**config.mk**
```make
export PLATFORM = sky130hd
export DESIGN_NAME = decoder_onehot_seq
export DESIGN_NICKNAME = d
export VERILOG_FILES = /design/src/rtl/decoder_onehot_seq.sv
export SDC_FILE = /design/constraint.sdc
export NUM_CORES = 1
export LEC_CHECK = 0
export BUFFER_PORTS_ARGS = -buffer_cell sky130_fd_sc_hd__buf_2
export CAP_MARGIN = 30
export CORE_ASPECT_RATIO = 0.9
export CORE_MARGIN = 5
export CORE_UTILIZATION = 40
export DETAILED_ROUTE_END_ITERATION = 10
export HOLD_SLACK_MARGIN = 0.05
export PLACE_DENSITY = 0.63
export SETUP_SLACK_MARGIN = 0.5
export SLEW_MARGIN = 10
export SYNTH_ARGS = -nofsm -noshare
export SYNTH_HDL_FRONTEND = slang
export SYNTH_SLANG_ARGS = --single-unit
```
**constraint.sdc**
```tcl
create_clock -name clk_in -period 5.2 [get_ports clk_in]
set_input_delay 0.78 -clock clk_in [delete_from_list [all_inputs] [get_ports clk_in]]
set_output_delay 0.78 -clock clk_in [all_outputs]
set_load 0.005 [all_outputs]
```
**src/rtl/decoder_onehot_seq.sv**
```systemverilog
// Registered one-hot decoder with DIRECT (loaded select) and SCAN (dwell-timed
// round-robin) modes. Define DECODER_ACTIVE_LOW_OUT_EN for an active-low y_out.
module decoder_onehot_seq #(
  parameter int unsigned SEL_WIDTH   = 3,
  parameter int unsigned DWELL_WIDTH = 8
) (
  input  logic                      clk_in,
  input  logic                      rst_n_in,
  input  logic                      enable_in,
  input  logic                      mode_in,
  input  logic                      load_in,
  input  logic [SEL_WIDTH-1:0]      sel_in,
  input  logic [DWELL_WIDTH-1:0]    dwell_in,
  input  logic [SEL_WIDTH-1:0]      scan_last_in,
  output logic [(2**SEL_WIDTH)-1:0] y_out,
  output logic [SEL_WIDTH-1:0]      idx_out,
  output logic                      valid_out,
  output logic                      wrap_out
);

  localparam int unsigned OUT_WIDTH = 2 ** SEL_WIDTH;

`ifdef DECODER_ACTIVE_LOW_OUT_EN
  localparam logic [OUT_WIDTH-1:0] Y_INACTIVE = '1;
`else
  localparam logic [OUT_WIDTH-1:0] Y_INACTIVE = '0;
`endif

  typedef enum logic [1:0] {
    ST_IDLE,
    ST_DIRECT,
    ST_SCAN
  } state_t;

  state_t                 state_q, state_nxt;
  logic [SEL_WIDTH-1:0]   idx_q, idx_nxt;
  logic [DWELL_WIDTH-1:0] cnt_q, cnt_nxt;
  logic                   wrap_nxt;
  logic [OUT_WIDTH-1:0]   onehot_nxt;
  logic [OUT_WIDTH-1:0]   y_nxt;

  always_ff @(posedge clk_in or negedge rst_n_in) begin
    if (!rst_n_in) begin
      state_q   <= ST_IDLE;
      idx_q     <= '0;
      cnt_q     <= '0;
      y_out     <= Y_INACTIVE;
      valid_out <= 1'b0;
      wrap_out  <= 1'b0;
    end else begin
      state_q   <= state_nxt;
      idx_q     <= idx_nxt;
      cnt_q     <= cnt_nxt;
      y_out     <= y_nxt;
      valid_out <= (state_nxt != ST_IDLE);
      wrap_out  <= wrap_nxt;
    end
  end

  always_comb begin
    state_nxt = ST_IDLE;
    idx_nxt   = idx_q;
    cnt_nxt   = '0;
    wrap_nxt  = 1'b0;

    if (enable_in) begin
      state_nxt = mode_in ? ST_SCAN : ST_DIRECT;
    end

    unique case (state_nxt)
      ST_IDLE: begin
        idx_nxt = idx_q;
      end
      ST_DIRECT: begin
        if (load_in) begin
          idx_nxt = sel_in;
        end
      end
      ST_SCAN: begin
        if (state_q != ST_SCAN) begin
          idx_nxt = '0;
        end else if (cnt_q >= dwell_in) begin
          // >= keeps the position finite if dwell_in is lowered below the count
          if (idx_q >= scan_last_in) begin
            idx_nxt  = '0;
            wrap_nxt = 1'b1;
          end else begin
            idx_nxt = idx_q + SEL_WIDTH'(1);
          end
        end else begin
          cnt_nxt = cnt_q + DWELL_WIDTH'(1);
        end
      end
      default: begin
        idx_nxt = idx_q;
      end
    endcase
  end

  always_comb begin
    onehot_nxt = '0;
    y_nxt      = Y_INACTIVE;
    if (state_nxt != ST_IDLE) begin
      onehot_nxt[idx_nxt] = 1'b1;
`ifdef DECODER_ACTIVE_LOW_OUT_EN
      y_nxt = ~onehot_nxt;
`else
      y_nxt = onehot_nxt;
`endif
    end
  end

  assign idx_out = idx_q;

endmodule

```
==> impl_metrics.py <==
metrics = {
    "drt": {
        "drtIter0Drc": 28,
        "drcViolationCount": 0,
        "final_antenna_net_count": 0,
        "wl_um": 2511,
        "vias": 977,
        "wl_per_cell_um": 12.56,
        "viasPerCell": 4.885,
        "firstDrtPassIters": 2,
    },
    "grt": {
        "antenna_found_initial": 0,
        "grt.met2_usage_pct": 23.00,
        "use_met3_pct": 2.508,
        "grt_use_met1_pct": 13.18,
        "grt.busiest_layer": "met2",
        "overflow": 0,
        "grt_pass1_wl_um": 4422,
        "grt_pass1_vias": 1076,
        "grt_max_degree": 24,
        "grt_usage_pct": 11.96,
    },
    "floorplanning": {
        "coreArea_sq_mm": 0.003090,
        "ios": 32,
        "row_count": 19,
        "die_x_um": 70.07,
        "dieArea_sq_mm": 0.004488,
        "start_util_pct": 42.02,
        "die_y_um": 64.06,
    },
    "yosys": {
        "ys_top_cells_by_area": "dfrtp_1 (44%), ha_1 (13%), inv_1 (3.8%)",
        "synth-seq-cells": 23,
        "yosysMostFrequentCell": "dfrtp_1",
        "synthCells": 125,
        "synth_flop_cell": "dfrtp_1",
        "syn-num-nets": 157,
        "synth.cell_area_sq_mm": 0.001299,
        "synth_top_cell_area_share_pct": 44.32,
        "avgSynthCellArea_sq_um": 10.39,
        "synth_edf_count": 0,
        "async_flop_share_pct": 100.0,
        "synth_top_cell_by_area": "dfrtp_1",
        "synth_cell_types": 35,
        "synthTopCellsByCount": "dfrtp_1 (23), ha_1 (13), inv_1 (13)",
        "synth-seq-area-share_pct": 44.32,
        "yosysWarnings": 0,
    },
    "power_and_ir_drop": {
        "seqPwrFrac_pct": 58.5,
        "p_sw_share_pct": 26.65,
        "power_frac_clock_pct": 24.9,
        "leakage_nw": 0.8238,
        "switchingPower_w": 0.00008621,
        "p_per_area_mw_per_mm2": 211.9,
        "ir_drop_mv": 0.1856,
        "power_frac_comb_pct": 16.6,
        "p_int_w": 0.0002373,
    },
    "worst_setup_path": {
        "crit_path_max_incr_delay_ps": 390,
        "cp_top_family": "simple AND/OR/NAND/NOR gates",
        "cp_slowest_cell": "a2111oi_4",
        "start_kind": "input port",
        "timing.critical_path.buf_inv": 2,
        "cp_cell_sequence": "buf_2, ha_1, nand2b_4, a2111oi_4, o31ai_4, and3_4, nor3_2, inv_2, nor3_1",
        "critPathKind": "in -> reg",
        "cp.required_ps": 5430,
        "crit_fanout": 6,
        "critPathArrivalTime_ps": 2560,
        "end_kind": "flop",
    },
    "min_path": {
        "hp-class": "in -> async",
    },
    "finish": {
        "area_growth_pct": 17.53,
        "n_antenna_cell": 0,
        "layout.nets": 191,
        "drive_above_1_share_pct": 27.22,
        "instances_no_fill": 200,
    },
    "cts": {
        "clk_latency_ps": 310,
        "numCtsBuffers": 3,
        "h-tree-depth": 1,
        "post_cts_resize_count": 0,
        "ctsHoldBuffers": 0,
        "cts_root_buf": "clkbuf_4",
        "post_cts_buffers": 0,
        "cts_buffer_depth": 2,
        "clk_pin_slew_ps": 120,
        "cts.sinks": 23,
        "cts_tree": "yes",
    },
    "sta": {
        "fin_tns_setup_ps": 0,
        "holdWs_ps": 419.3,
        "finalCritPeriodShare_pct": 44.73,
        "fin_crit_ps": 2326,
        "setup_viol": 0,
        "skew_ps": 5.409,
        "slew_violations": 0,
        "max-slew-margin-rel_pct": 65.87,
        "hold_viol": 0,
        "max_freq_mhz": 429.9,
        "rsz0062_at_grt": "no",
        "tightestPinTransition_ps": 512.0,
    },
    "run_status": {
        "outcome": "finished, final reports clean",
    },
    "place": {
        "gp_congestion": 0.7904,
        "port_buffers": 31,
        "dp_cells": 196,
        "dp_hpwl_um": 1998,
    },
    "job": {
        "drv_cap": 0,
    },
}
-- area by class of cell --
cell class,count,area [sq um]
sequential,23,575.6
multi-input combinational,85,659.4
clock inverter,1,5.005
fill,300,1564
inverter,15,56.30
timing repair buffer,31,155.1
clock buffer,3,22.52
tap,42,52.55
-- path summary, 6_finish.rpt --
kind                        startpoint        to  slack, ps  depth (start not counted)
max                        dwell_in[0]  y_out[3]       2870                          9
min                           rst_n_in  y_out[0]        420                          1
max reg2reg                   cnt_q[0]  y_out[3]       2950                          9
min reg2reg                   cnt_q[0]  cnt_q[0]        540                          1
max in group asynchronous     rst_n_in  cnt_q[0]       4440                          1
min in group clk_in           cnt_q[0]  cnt_q[0]        540                          1
-- power groups by stage --
stage | combinational (W) | sequential [W] | clock, W
floorplan | 0.0000305 | 0.000192 | 0
global placement | 0.0000512 | 0.000193 | 0
detailed placement | 0.0000534 | 0.000193 | 0
CTS | 0.0000546 | 0.000190 | 0.0000838
global route | 0.0000616 | 0.000190 | 0.0000913
finish | 0.0000536 | 0.000189 | 0.0000805
-- cell usage in the layout, fill, tap and decap left out, types with 4 or more instances in the layout --
master / n
nor2_1: 10
buf_2: 31
xor2_1: 5
o21ai_0: 4
nor3_1: 9
nand3_1: 6
dfrtp_1: 23
inv_1: 13
mux2i_1: 4
ha_1: 13
-- logic make-up after synthesis --
logic type      count (synthesis)  share of synthesized area, %
xor+xnor                        6                         4.046
fa+ha+maj                      13                         12.52
mux                             4                         3.083
simple gates                   45                         19.46
compound gates                 17                         11.66
buf+inv                        17                         4.914
flops                          23                         44.32
-- stage by stage --
stage,setup WS [ps],total power (W),instance area (sq um),util (%)
detailed placement,2535,0.0002464,1499,48.50
CTS,2865,0.0003280,1526,49.39
global placement,2584,0.0002440,1499,48.50
floorplan,2739,0.0002230,1299,-
global route,2741,0.0003434,1526,49.39
finish,2874,0.0003235,1526,49.39
-- worst register-to-register path, cell delays in order, from the launching register on --
cell and delay [ps]:
dfrtp_1 440, inv_1 70, ha_1 270, nand2b_4 150, a2111oi_4 390, o31ai_4 150
and3_4 180, nor3_2 250, inv_2 70, nor3_1 200
-- flip-flops by register name (all words and copies together) (netlist names) --
signal     count
y_out          8
cnt_q          8
state_q        2
valid_out      1
wrap_out       1
idx_out        3
-- metal layers --
metal	vias up	routed length, um
li1	495	-
met1	455	1064
met2	25	1295
met3	2	132
met4	0	17
met5	-	0
Note: power is estimated with default switching activity, not from simulation.
